File: src/rtl/tube_sync_mc.sv
`default_nettype none
// +--------------------------------------------------------------------------+
// | tube_sync_mc : single-clock multi-channel Tube, host<->parasite FIFOs.    |
// | Optional macro TUBE_SYNC_MC_LEVEL_EN: status low bits report FIFO level.  |
// | Revision: 1.0                                                             |
// +--------------------------------------------------------------------------+

module tube_sync_mc_fifo #(
  parameter int SIZE = 4,
  parameter int CW   = 3
) (
  input  logic          clk,
  input  logic          rst,
  input  logic          flush,
  input  logic          push,
  input  logic          pop,
  input  logic          ovf_clr,
  input  logic [7:0]    wdata,
  input  logic [CW-1:0] cap,
  output logic [7:0]    rdata,
  output logic [CW-1:0] cnt,
  output logic          ovf
);
  localparam int PW = $clog2(SIZE);

  logic [7:0]    mem_q [SIZE];
  logic [7:0]    mem_d [SIZE];
  logic [PW-1:0] rd_q, rd_d, wr_q, wr_d;
  logic [CW-1:0] cnt_q, cnt_d;
  logic          ovf_q, ovf_d;
  logic          pop_ok, push_ok;

  always_comb begin
    pop_ok  = pop && (cnt_q != '0) && !flush;
    // A pop in the same cycle frees a slot, so the push is judged against the post-pop count.
    push_ok = push && ((cnt_q - CW'(pop_ok)) < cap);
    mem_d   = mem_q;
    rd_d    = rd_q;
    wr_d    = wr_q;
    ovf_d   = ovf_q;
    rdata   = pop_ok ? mem_q[rd_q] : 8'h00;
    if (ovf_clr) ovf_d = 1'b0;
    if (push_ok) begin
      mem_d[wr_q] = wdata;
      wr_d        = wr_q + PW'(1);
    end else if (push) begin
      ovf_d = 1'b1;
    end
    if (pop_ok) rd_d = rd_q + PW'(1);
    cnt_d = cnt_q + CW'(push_ok) - CW'(pop_ok);
    if (flush) begin
      rd_d  = '0;
      wr_d  = '0;
      cnt_d = '0;
      ovf_d = 1'b0;
    end
  end

  always_ff @(posedge clk) begin
    if (rst) begin
      rd_q  <= '0;
      wr_q  <= '0;
      cnt_q <= '0;
      ovf_q <= 1'b0;
    end else begin
      rd_q  <= rd_d;
      wr_q  <= wr_d;
      cnt_q <= cnt_d;
      ovf_q <= ovf_d;
    end
  end

  always_ff @(posedge clk) begin
    mem_q <= mem_d;
  end

  assign cnt = cnt_q;
  assign ovf = ovf_q;
endmodule

module tube_sync_mc #(
  parameter int NUM_CH = 4,
  parameter int DEPTH  = 4,
  parameter int R3_CH  = 2,
  parameter int AW     = 4
) (
  input  logic          phi2,
  input  logic          rst,
  input  logic [AW-1:0] h_addr,
  input  logic          h_cs,
  input  logic          h_we,
  input  logic [7:0]    h_wdata,
  output logic [7:0]    h_rdata,
  input  logic [AW-1:0] p_addr,
  input  logic          p_cs,
  input  logic          p_we,
  input  logic [7:0]    p_wdata,
  output logic [7:0]    p_rdata,
  output logic          h_irq_b,
  output logic          p_irq_b,
  output logic          p_nmi_b,
  output logic          p_rst_b
);
  localparam int CW  = $clog2(DEPTH) + 1;
  localparam int CHW = AW - 1;

  localparam int F_T = 6;
  localparam int F_P = 5;
  localparam int F_V = 4;
  localparam int F_M = 3;
  localparam int F_J = 2;
  localparam int F_I = 1;
  localparam int F_Q = 0;

  logic [6:0]        flags_q, flags_d;
  logic [7:0]        h_rdata_q, h_rdata_d, p_rdata_q, p_rdata_d;
  logic              h_irq_q, h_irq_d, p_irq_q, p_irq_d, p_nmi_q, p_nmi_d;

  logic [CHW-1:0]    h_ch, p_ch;
  logic [NUM_CH-1:0] h_sel, p_sel;
  logic [NUM_CH-1:0] h2p_push, h2p_pop, p2h_push, p2h_pop;
  logic [NUM_CH-1:0] h2p_oclr, p2h_oclr, h2p_ovf, p2h_ovf, h2p_full, p2h_full;
  logic [CW-1:0]     h2p_cnt [NUM_CH];
  logic [CW-1:0]     p2h_cnt [NUM_CH];
  logic [CW-1:0]     cap     [NUM_CH];
  logic [7:0]        h2p_head [NUM_CH];
  logic [7:0]        p2h_head [NUM_CH];
  logic [CW-1:0]     r3_cap;
  logic              n_flag;
  logic [7:0]        h_stat, p_stat, h_pop_byte, p_pop_byte;

  assign h_ch   = h_addr[AW-1:1];
  assign p_ch   = p_addr[AW-1:1];
  assign r3_cap = flags_q[F_V] ? CW'(2) : CW'(1);

  generate
    for (genvar k = 0; k < NUM_CH; k++) begin : g_ch
      localparam int SIZE = (k == R3_CH) ? 2 : DEPTH;

      if (k == R3_CH) begin : g_r3
        assign cap[k] = r3_cap;
      end else begin : g_std
        assign cap[k] = CW'(DEPTH);
      end

      assign h_sel[k]    = h_cs && (int'(h_ch) == k);
      assign p_sel[k]    = p_cs && (int'(p_ch) == k);
      assign h2p_push[k] = h_sel[k] &&  h_we &&  h_addr[0];
      assign p2h_pop[k]  = h_sel[k] && !h_we &&  h_addr[0];
      assign p2h_oclr[k] = h_sel[k] && !h_we && !h_addr[0];
      assign p2h_push[k] = p_sel[k] &&  p_we &&  p_addr[0];
      assign h2p_pop[k]  = p_sel[k] && !p_we &&  p_addr[0];
      assign h2p_oclr[k] = p_sel[k] && !p_we && !p_addr[0];
      assign h2p_full[k] = h2p_cnt[k] >= cap[k];
      assign p2h_full[k] = p2h_cnt[k] >= cap[k];

      tube_sync_mc_fifo #(.SIZE(SIZE), .CW(CW)) u_h2p (
        .clk     (phi2),
        .rst     (rst),
        .flush   (flags_q[F_T]),
        .push    (h2p_push[k]),
        .pop     (h2p_pop[k]),
        .ovf_clr (h2p_oclr[k]),
        .wdata   (h_wdata),
        .cap     (cap[k]),
        .rdata   (h2p_head[k]),
        .cnt     (h2p_cnt[k]),
        .ovf     (h2p_ovf[k])
      );

      tube_sync_mc_fifo #(.SIZE(SIZE), .CW(CW)) u_p2h (
        .clk     (phi2),
        .rst     (rst),
        .flush   (flags_q[F_T]),
        .push    (p2h_push[k]),
        .pop     (p2h_pop[k]),
        .ovf_clr (p2h_oclr[k]),
        .wdata   (p_wdata),
        .cap     (cap[k]),
        .rdata   (p2h_head[k]),
        .cnt     (p2h_cnt[k]),
        .ovf     (p2h_ovf[k])
      );
    end
  endgenerate

`ifdef TUBE_SYNC_MC_LEVEL_EN
  function automatic logic [4:0] level(input logic [CW-1:0] c);
    logic [5:0] c6;
    c6    = 6'(c);
    level = (c6 > 6'd31) ? 5'd31 : c6[4:0];
  endfunction
`endif

  // N: the R3 parasite "not ready" indication that also drives NMI.
  always_comb begin
    if (flags_q[F_V]) n_flag = (h2p_cnt[R3_CH] == CW'(2)) || (p2h_cnt[R3_CH] == '0);
    else              n_flag = (h2p_cnt[R3_CH] != '0)     || (p2h_cnt[R3_CH] == '0);
  end

  always_comb begin
    h_stat     = 8'h00;
    p_stat     = 8'h00;
    h_pop_byte = 8'h00;
    p_pop_byte = 8'h00;
    for (int k = 0; k < NUM_CH; k++) begin
      if (int'(h_ch) == k) begin
        h_stat[7]  = p2h_cnt[k] != '0;
        h_stat[6]  = !h2p_full[k];
`ifdef TUBE_SYNC_MC_LEVEL_EN
        h_stat[5:0] = (k == 0) ? flags_q[5:0] : {p2h_ovf[k], level(p2h_cnt[k])};
`else
        h_stat[5:0] = (k == 0) ? flags_q[5:0] : {p2h_ovf[k], 5'b11111};
`endif
        h_pop_byte = p2h_head[k];
      end
      if (int'(p_ch) == k) begin
        p_stat[7]  = (k == R3_CH) ? n_flag : (h2p_cnt[k] != '0);
        p_stat[6]  = !p2h_full[k];
`ifdef TUBE_SYNC_MC_LEVEL_EN
        p_stat[5:0] = (k == 0) ? flags_q[5:0] : {h2p_ovf[k], level(h2p_cnt[k])};
`else
        p_stat[5:0] = (k == 0) ? flags_q[5:0] : {h2p_ovf[k], 5'b11111};
`endif
        p_pop_byte = h2p_head[k];
      end
    end
  end

  always_comb begin
    flags_d   = flags_q;
    h_rdata_d = h_rdata_q;
    p_rdata_d = p_rdata_q;
    // Each set bit in the write mask loads the S bit into that flag.
    if (h_cs && h_we && !h_addr[0] && (h_ch == '0)) begin
      for (int i = 0; i < 7; i++) begin
        if (h_wdata[i]) flags_d[i] = h_wdata[7];
      end
    end
    if (h_cs && !h_we) h_rdata_d = h_addr[0] ? h_pop_byte : h_stat;
    if (p_cs && !p_we) p_rdata_d = p_addr[0] ? p_pop_byte : p_stat;

    h_irq_d = !(flags_q[F_Q] && (p2h_cnt[NUM_CH-1] != '0));
    p_irq_d = !((flags_q[F_I] && (h2p_cnt[0] != '0)) ||
                (flags_q[F_J] && (h2p_cnt[NUM_CH-1] != '0)));
    p_nmi_d = !(flags_q[F_M] && n_flag);
  end

  always_ff @(posedge phi2) begin
    if (rst) begin
      flags_q   <= '0;
      h_rdata_q <= 8'h00;
      p_rdata_q <= 8'h00;
      h_irq_q   <= 1'b1;
      p_irq_q   <= 1'b1;
      p_nmi_q   <= 1'b1;
    end else begin
      flags_q   <= flags_d;
      h_rdata_q <= h_rdata_d;
      p_rdata_q <= p_rdata_d;
      h_irq_q   <= h_irq_d;
      p_irq_q   <= p_irq_d;
      p_nmi_q   <= p_nmi_d;
    end
  end

  assign h_rdata = h_rdata_q;
  assign p_rdata = p_rdata_q;
  assign h_irq_b = h_irq_q;
  assign p_irq_b = p_irq_q;
  assign p_nmi_b = p_nmi_q;
  assign p_rst_b = !(rst || flags_q[F_P]);
endmodule

`default_nettype wire

File: config.mk
export PLATFORM = sky130hd
export DESIGN_NAME = tube_sync_mc
export DESIGN_NICKNAME = d
export VERILOG_FILES = /design/src/rtl/tube_sync_mc.sv
export SDC_FILE = /design/constraint.sdc
export NUM_CORES = 1
export LEC_CHECK = 0
export ABC_AREA = 1
export CAP_MARGIN = 10
export CORE_MARGIN = 3
export CORE_UTILIZATION = 45
export DETAILED_ROUTE_END_ITERATION = 8
export PLACE_DENSITY = 0.61
export RECOVER_POWER = 25
export SYNTH_ARGS = -nofsm -noshare
export SYNTH_HDL_FRONTEND = slang
export SYNTH_SLANG_ARGS = --single-unit
File: constraint.sdc
create_clock -name phi2 -period 5.6 [get_ports phi2]
set_clock_uncertainty 0.05 [all_clocks]
set_input_delay 1.68 -clock phi2 [delete_from_list [all_inputs] [get_ports phi2]]
set_output_delay 1.68 -clock phi2 [all_outputs]
set_load 0.02 [all_outputs]
### Word-level counts from Yosys, hierarchy flattened

Cells that the tools add are included.
Widths: inputs -> output; s select.

| word-level totals | value |
|---|---|
| input bits | 30 |
| register bits after elaboration | 308 |

| cells by class | value |
|---|---|
| reductions and logical operators | 128 |
| $add $sub $neg | 40 |
| magnitude comparators | 40 |
| eq/ne operators | 7 |
| mux-type cells | 94 |
| bitwise gates (word level) | 16 |

Operator list:

| cell | number |
|---|---|
| $mux 8 | 52 |
| $bwmux 32 | 6 |
| $bmux 8 s2 | 6 |
| $demux 8 s2 | 6 |
| $logic_and 1x1->1 | 87 |
| $ge 3x3->1 const B | 18 |
| $sub 3x1->3 | 16 |
| $not 2->3 | 12 |
| $bwmux 16 | 2 |
| $add 2x1->2 const B | 12 |
| $add 3x1->3 | 8 |
| $reduce_bool 3->1 | 8 |
| $mux 1 | 19 |
| $lt 3x1->1 const B | 6 |
| $lt 3x3->1 const B | 6 |
| $logic_not 1->1 | 17 |
| $demux 8 s1 | 2 |
| $reduce_and 2->1 | 7 |
| $eq 3x3->1 const B | 4 |
| $logic_not 3->1 | 4 |
| $eq 3x2->1 const B | 3 |
| $ge 2x2->1 const B | 4 |
| $not 1->2 | 4 |
| $ge 3x2->1 | 2 |
| 6 further kinds | 14 |

### Longest topological paths before layout

Gate-level depths: netlist of run 1.

| depth | value |
|---|---|
| word-level depth | 12 |
| gate-level depth with buffers | 16 |
| gate-level depth less buffers | 16 |

### Hierarchy

Synthesis of run 1 repeated with hierarchy kept, for this count alone.

| unflattened totals | value |
|---|---|
| cells, all modules | 1644 |
| area total of the unflattened synthesis | 15421.0 um2 |

By module, submodules not included:

| module | area an instance (um2) | cells each | instances |
|---|---|---|---|
| tube_sync_mc_fifo (g_ch[0].u_h2p ...) | 1863.0 | 176 | 5 |
| tube_sync_mc | 2173.3 | 395 | 1 |
| tube_sync_mc_fifo (g_ch[2].u_h2p ...) | 1041.0 | 98 | 2 |
| tube_sync_mc_fifo (g_ch[3].u_p2h) | 1850.5 | 173 | 1 |

### Least setup slack after synthesis of run 1

Ideal clock, no wire load.

| timing path | value |
|---|---|
| path kind | input port to flip-flop |
| start | input port h_addr[3] |
| end | register g_ch[2].u_p2h.cnt_q[2] |
| slack | 1286 ps |
| stages on the path | 16 |
| arrival time | 4195 ps |
| data required time | 5480 ps |
| cells stage by stage | inv_1 -> nand2_2 -> nor2_2 -> nand2_2 -> nor2_4 -> ha_1 -> inv_1 -> ha_1 -> ha_1 -> o21ai_0 -> o211ai_1 -> nor2_1 -> ha_1 -> fa_1 -> or2_2 -> a21oi_1 |

| between the ends | value |
|---|---|
| longest elaborated chain between the ends | 11 |

Ends and longest elaborated chain:

| element | RTL line | source |
|---|---|---|
| start, declared | 89 | `input logic [AW-1:0] h_addr,` |
| $eq 3x3->1 (*) | 146 | `assign h_sel[k] = h_cs && (int'(h_ch) == k);` |
| $logic_and 1x1->1 (*) | 146 |  |
| $logic_and 1x1->1 (*) (2 in a row) | 149 | `assign p2h_pop[k] = h_sel[k] && !h_we && h_addr[0];` |
| $logic_and 1x1->1 (*) (2 in a row) | 34 | `pop_ok = pop && (cnt_q != '0) && !flush;` |
| named net g_ch[2].u_p2h.pop_ok | 31 | `logic pop_ok, push_ok;` |
| $sub 3x1->3 | 36 | `push_ok = push && ((cnt_q - CW'(pop_ok)) < cap);` |
| $lt 3x2->1 | 36 |  |
| $logic_and 1x1->1 | 36 |  |
| $add 3x1->3 | 50 | `cnt_d = cnt_q + CW'(push_ok) - CW'(pop_ok);` |
| $sub 3x1->3 (*) | 50 |  |
| end signal, assigned | 68 | `cnt_q <= cnt_d;` |
| end, declared | 29 | `logic [CW-1:0] cnt_q, cnt_d;` |

The timed path passes the listed nets; every way through them passes the cells marked *.
A chain may end at the register's enable or synchronous reset.

### Final worst setup path of run 1

| timing path | value |
|---|---|
| start | input port rst |
| end | output port p_rst_b |

| between the ends | value |
|---|---|
| longest elaborated chain between the ends | 2 |

Ends and longest elaborated chain:

| element | RTL line | source |
|---|---|---|
| start, declared | 88 | `input logic rst,` |
| $logic_or 1x1->1 | 272 | `assign p_rst_b = !(rst \|\| flags_q[F_P]);` |
| $logic_not 1->1 | 272 |  |
| end, declared | 102 | `output logic p_rst_b` |

No other way between the ends.

==> results_dict.tcl, run 1 <==
set metrics [dict create \
    fillers 2659 \
    port_buffers 49 \
    cp-end-kind "output port" \
    ys_seq_area_frac 0.606 \
    status "completed" \
    routabilityCongestion 0.844 \
    wire_per_inst_um 17.5 \
    die_x_um 182 \
    crit_required_ps 3870 \
    tritoncts "built" \
    ys_warn_count 0 \
    track_usage 0.198 \
    synth_area_leaders "edfxtp_1, dfxtp_1, nand2_1, nor2_1, ha_1" \
    final_hold_viol_count 0 \
    initial_utilization 0.462 \
    grt_pass1_vias 9504 \
    die_y_um 182 \
    reg2reg_from "g_ch[2].u_p2h.cnt[1]$_SDFF_PP0_" \
    regArea_mm2 0.00841 \
    fin_crit_sh 0.856 \
    ys_seq_elements 308 \
    max_freq_mhz 209 \
    finalSetupTns_ps 0 \
    drc 0 \
    grt_first_pass_wirelength_mm 51.7 \
    h-tree-depth 2 \
    multi_input_area_mm2 0.00463 \
    vias 9479 \
    min_path_cells 2 \
    setup_viol 0 \
    grt_overflow 0 \
    viasPerCell 5.11 \
    die_area_mm2 0.0330 \
    ant_nets 0 \
    async_reset_ff_frac 0 \
    period_needed_ps 4790 \
    critical_path_class "input pin to output port" \
    synth_top_area_frac 0.485 \
    worstReg2RegEnd "g_ch[2].u_p2h.cnt[2]$_SDFF_PP0_" \
    clock-sinks 308 \
    r2r_slack_ps 2430 \
    arrival_ps 3060 \
    io_pins 50 \
    grt_antenna_before_repair 0 \
    path_max_fanout 2 \
    post-cts-setup-buffer-count 0 \
    p_total_mw 5.07 \
    syn2layout_area_growth_pct 15.7 \
    max-slew-margin-rel 0.205 \
    syn_nets 1466 \
    hold_path_class "flop to flop" \
    grt_max_degree 30 \
    cts_buffers 35 \
    cellLeakagePower_nw 6.11 \
    yosysTopAreaCell "edfxtp_1" \
    hpwlAfterDp_mm 22.2 \
    rsz0062_at_grt "false" \
    fin_nets 1532 \
    ys_types 39 \
    ir_worst_vdd_uv 235 \
    cts-resized-gates 0 \
    routed_wl_mm 32.5 \
    netlist_instances 1372 \
    maxCapViolCount 0 \
    clk_latency_ps 510 \
    avgSynthCellArea_um2 10.1 \
    rows 63 \
    clkTransAtPathRegs_ps 50 \
    ctsHoldBuffers 0 \
    clk_path_buf_depth 3 \
    power_density_mw_per_mm2 316 \
    root_buffer "clkbuf_16" \
    synthFlopType "edfxtp_1" \
    ys_top_cells_by_count "nand2_1, edfxtp_1, nor2_1" \
    antenna_cells 0 \
    drt-initial-drc-count 623 \
    rr_worst_depth 15 \
    drive_gt1_frac 0.105 \
    netlist_area_mm2 0.0139 \
    drt-pass1-iter-count 4 \
    tightestPinTransition_ps 1190 \
    startpoint_type "input pin" \
    core_area_mm2 0.0300 \
    yosysMostFrequentCell "nand2_1" \
    synth_edf_count 224 \
    worstSetupEndpoint "p_rst_b" \
    crit_start "rst" \
    slew_viol_final 0 \
]
through the flow:
stage	setup WS, ps	hold WS [ps]	utilization	area (µm²)	instances
6_report	808	411	0.534	16000	1855
5_1_grt	779	434	0.534	16000	1855
4_1_cts	802	413	0.534	16000	1855
3_5_place_dp	491	404	0.493	14800	1791
3_3_place_gp	521	402	0.493	14800	1791
2_1_floorplan	1290	345	-	13900	1372
worst min path at each step:
stage	from	to	slack [ps]
floorplan	flags_q[3]$_SDFFE_PP0P_	p_nmi_b$_SDFF_PP1_	350
finish	p_rdata[5]$_SDFFE_PP0P_	p_rdata[5]$_SDFFE_PP0P_	410
global placement	p_rdata[5]$_SDFFE_PP0P_	p_rdata[5]$_SDFFE_PP0P_	400
detailed placement	p_rdata[6]$_SDFFE_PP0P_	p_rdata[6]$_SDFFE_PP0P_	400
CTS	p_rdata[6]$_SDFFE_PP0P_	p_rdata[6]$_SDFFE_PP0P_	410
global route	p_rdata[5]$_SDFFE_PP0P_	p_rdata[5]$_SDFFE_PP0P_	430
kinds of logic after synthesis:
group,synth area share
and+or+nand+nor,0.161
DFF,0.606
AOI/OAI and AO/OA,0.0932
buffers and inverters,0.0598
adders and majority gates,0.0621
xor gates and xnor gates,0.0107
muxes,0.00623
per-layer routing:
layer / wire length [µm] / vias up / track usage
met5: 0 / - / 0
met2: 15600 / 211 / 0.333
li1: - / 4687 / -
met3: 1330 / 62 / 0.0284
met1: 14700 / 4519 / 0.268
met4: 953 / 0 / 0.0631
cells in the final DEF (no fill, tap or decap), types with 30 or more instances in the layout:
cell and instances:
nor2_1 206, edfxtp_1 224, nand2_1 234, ha_1 56, clkbuf_16 36, o21ai_0 135
dfxtp_1 84, o22ai_1 30, clkdlybuf4s50_1 39, a21oi_1 55, nand3_1 30, inv_1 140
report_power, final:
| group | internal [mW] | leakage, nW | switching (mW) |
|---|---|---|---|
| clock network | 1.52 | 0.603 | 0.923 |
| logic | 0.0503 | 2.81 | 0.113 |
| registers | 2.45 | 2.69 | 0.00714 |
| total | 4.02 | 6.11 | 1.04 |
worst max-delay path, cell delays in order:
cell	delay (ps)
clkdlybuf4s50_1	510
nor2_1	220
clkdlybuf4s50_1	650
area by class of cell:
type	count	area share
clock buffer	40	0.0577
clock inverter	24	0.0197
inverter	164	0.0384
multi-input combinational	858	0.289
sequential	308	0.524
tap	390	0.0304
timing repair buffer	71	0.0409
flip-flops by register name, summed over array words and instances, names as in the netlist, 8 cells and up:
name and count:
g_ch.u_h2p.mem_q 112, g_ch.u_p2h.mem_q 112, g_ch.u_h2p.cnt 12, g_ch.u_p2h.cnt 12, h_rdata 8, p_rdata 8
Power figures use the tool's default switching activity.
==> run 2: changes to the inputs <==
--- a/config.mk
+++ b/config.mk
@@ -7,10 +7,12 @@
 export LEC_CHECK = 0
 export ABC_AREA = 1
 export CAP_MARGIN = 10
+export CELL_PAD_IN_SITES_DETAIL_PLACEMENT = 0
+export CELL_PAD_IN_SITES_GLOBAL_PLACEMENT = 1
 export CORE_MARGIN = 3
 export CORE_UTILIZATION = 45
 export DETAILED_ROUTE_END_ITERATION = 8
-export PLACE_DENSITY = 0.61
+export PLACE_DENSITY = 0.74
 export RECOVER_POWER = 25
 export SYNTH_ARGS = -nofsm -noshare
 export SYNTH_HDL_FRONTEND = slang
==> run 2 against run 1 <==
  * Global-route usage barely moved
  * Cell count is essentially flat
  * Die area unchanged
  * Via count down 1.6%
  * Hold slack gained 2.2 ps
  * Flip-flop and latch count unchanged
  * Power fell by 3.4%
  * Combinational power barely moved
  * Critical path type unchanged
  * Largest cell class unchanged
==> results_dict.tcl, run 2 (synthesized netlist as in run 1, its figures left out) <==
set metrics [dict create \
    status "completed" \
    crit_slowest_cell "clkdlybuf4s50_1" \
    crit_chain "clkdlybuf4s50_1 > nor2_1 > clkdlybuf4s50_1" \
    h-tree-depth 2 \
    initial_utilization 0.462 \
    startpoint_type "input pin" \
    syn2layout_area_growth_pct 15.1 \
    drive_gt1_frac 0.102 \
    layout.cells.most_common_list "nand2_1, edfxtp_1, nor2_1" \
    ctsHoldBuffers 0 \
    max-slew-margin-rel 0.336 \
    finish.utilization 0.532 \
    grt_pass1_vias 9199 \
    rows 63 \
    tritoncts "built" \
    wire_per_inst_um 17.5 \
    clk_path_buf_depth 3 \
    cts-resized-gates 0 \
    regArea_mm2 0.00841 \
    power.internal_mw 3.89 \
    routed_wl_mm 32.5 \
    drc 0 \
    root_buffer "clkbuf_16" \
    grt_max_degree 30 \
    drt-pass1-iter-count 5 \
    fin_crit_sh 0.845 \
    io_pins 50 \
    hpwlAfterDp_mm 22.6 \
    die_y_um 182 \
    worst_slack_ps 866 \
    power_frac_comb 0.034 \
    cellLeakagePower_nw 6.07 \
    grt_antenna_before_repair 0 \
    track_usage 0.199 \
    slowest_delay_ps 630 \
    path_max_fanout 2 \
    clkPwrFrac 0.463 \
    fin_nets 1534 \
    die_x_um 182 \
    p_sw_mw 1.00 \
    vias 9327 \
    p_seq_frac 0.503 \
    die_area_mm2 0.0330 \
    crit_required_ps 3870 \
    arrival_ps 3000 \
    dp_slack_ps 509 \
    cp-end-kind "output port" \
    finalSetupTns_ps 0 \
    grt_overflow 0 \
    clock-sinks 308 \
    clk_latency_ps 510 \
    clkTransAtPathRegs_ps 60 \
    switching_share 0.205 \
    drt-initial-drc-count 681 \
    max_freq_mhz 211 \
    grt_first_pass_wirelength_mm 51.3 \
    fillers 2684 \
    mostFrequentLayoutCell "nand2_1" \
    critical_path_class "input pin to output port" \
    power_density_mw_per_mm2 307 \
    core_area_mm2 0.0300 \
    port_buffers 49 \
    cts_buffers 34 \
    ir_worst_vdd_uv 266 \
    post-cts-setup-buffer-count 0 \
    rsz0062_at_grt "false" \
    reg_top3 "g_ch.u_h2p.mem_q x112, g_ch.u_p2h.mem_q x112" \
    hold_path_class "flop to flop" \
    final_hold_viol_count 0 \
    multi_input_area_mm2 0.00463 \
    slew_viol_final 0 \
    period_needed_ps 4730 \
    cp_common_cell "clkdlybuf4s50_1" \
    maxCapViolCount 0 \
    ant_nets 0 \
    routabilityCongestion 0.826 \
    antenna_cells 0 \
    viasPerCell 5.03 \
    tightestPinTransition_ps 992 \
    setup_viol 0 \
]
==> run 2: changes by cell type in the layout (fill, tap and decap cells not counted), sizes merged <==
| cell | delta |
|---|---|
| buf | +3 |
| clkinv | -3 |
| bufinv | -2 |
| clkbuf | +2 |
| clkdlybuf4s50 | -1 |
| dlygate4sd3 | +1 |
| inv | +1 |
==> run 2: area by class of cell <==
class / count / area share
sequential: 308 / 0.527
multi-input combinational: 858 / 0.290
clock buffer: 42 / 0.0565
timing repair buffer: 74 / 0.0425
inverter: 164 / 0.0386
tap: 390 / 0.0306
clock inverter: 20 / 0.0152
==> run 2: per-layer routing <==
layer	vias to the layer above	global-route usage	routed length, µm	part of all wire
li1	4698	-	-	-
met1	4364	0.262	14300	0.44
met2	211	0.345	16200	0.50
met3	54	0.0266	1330	0.041
met4	0	0.0558	766	0.024
met5	-	0	0	0
==> run 2: worst paths after layout <==
check | from | depth (start not counted) | slack, ps | endpoint
max | rst | 3 | 870 | p_rst_b
min | g_ch[3].u_h2p.ovf$_SDFF_PP0_ | 2 | 410 | g_ch[3].u_h2p.ovf$_SDFF_PP0_
max reg2reg | g_ch[2].u_p2h.cnt[1]$_SDFF_PP0_ | 15 | 2390 | g_ch[2].u_p2h.cnt[2]$_SDFF_PP0_
min reg2reg | g_ch[3].u_h2p.ovf$_SDFF_PP0_ | 2 | 410 | g_ch[3].u_h2p.ovf$_SDFF_PP0_
==> run 2: power by group through the flow <==
stage	clock [mW]	combinational, mW	sequential (mW)
final	2.27	0.165	2.46
after global routing	2.42	0.182	2.46
after CTS	2.33	0.169	2.46
after detailed placement	0	0.168	2.51
after global placement	0	0.167	2.51
after floorplan	0	0.0659	2.51
==> run 2: metrics by stage <==
stage | std cells | hold slack [ps] | instance area (µm²) | power (mW)
3_5_place_dp | 1794 | 408 | 14800 | 2.68
5_1_grt | 1856 | 449 | 16000 | 5.06
6_report | 1856 | 413 | 16000 | 4.89
4_1_cts | 1856 | 417 | 16000 | 4.96
2_1_floorplan | 1372 | 345 | 13900 | 2.58
3_3_place_gp | 1794 | 404 | 14800 | 2.68
==> run 2: critical path, delay by kind of cell <==
family,cells,cell delay [ps]
buffers and inverters,2,1130
and+or+nand+nor,1,190
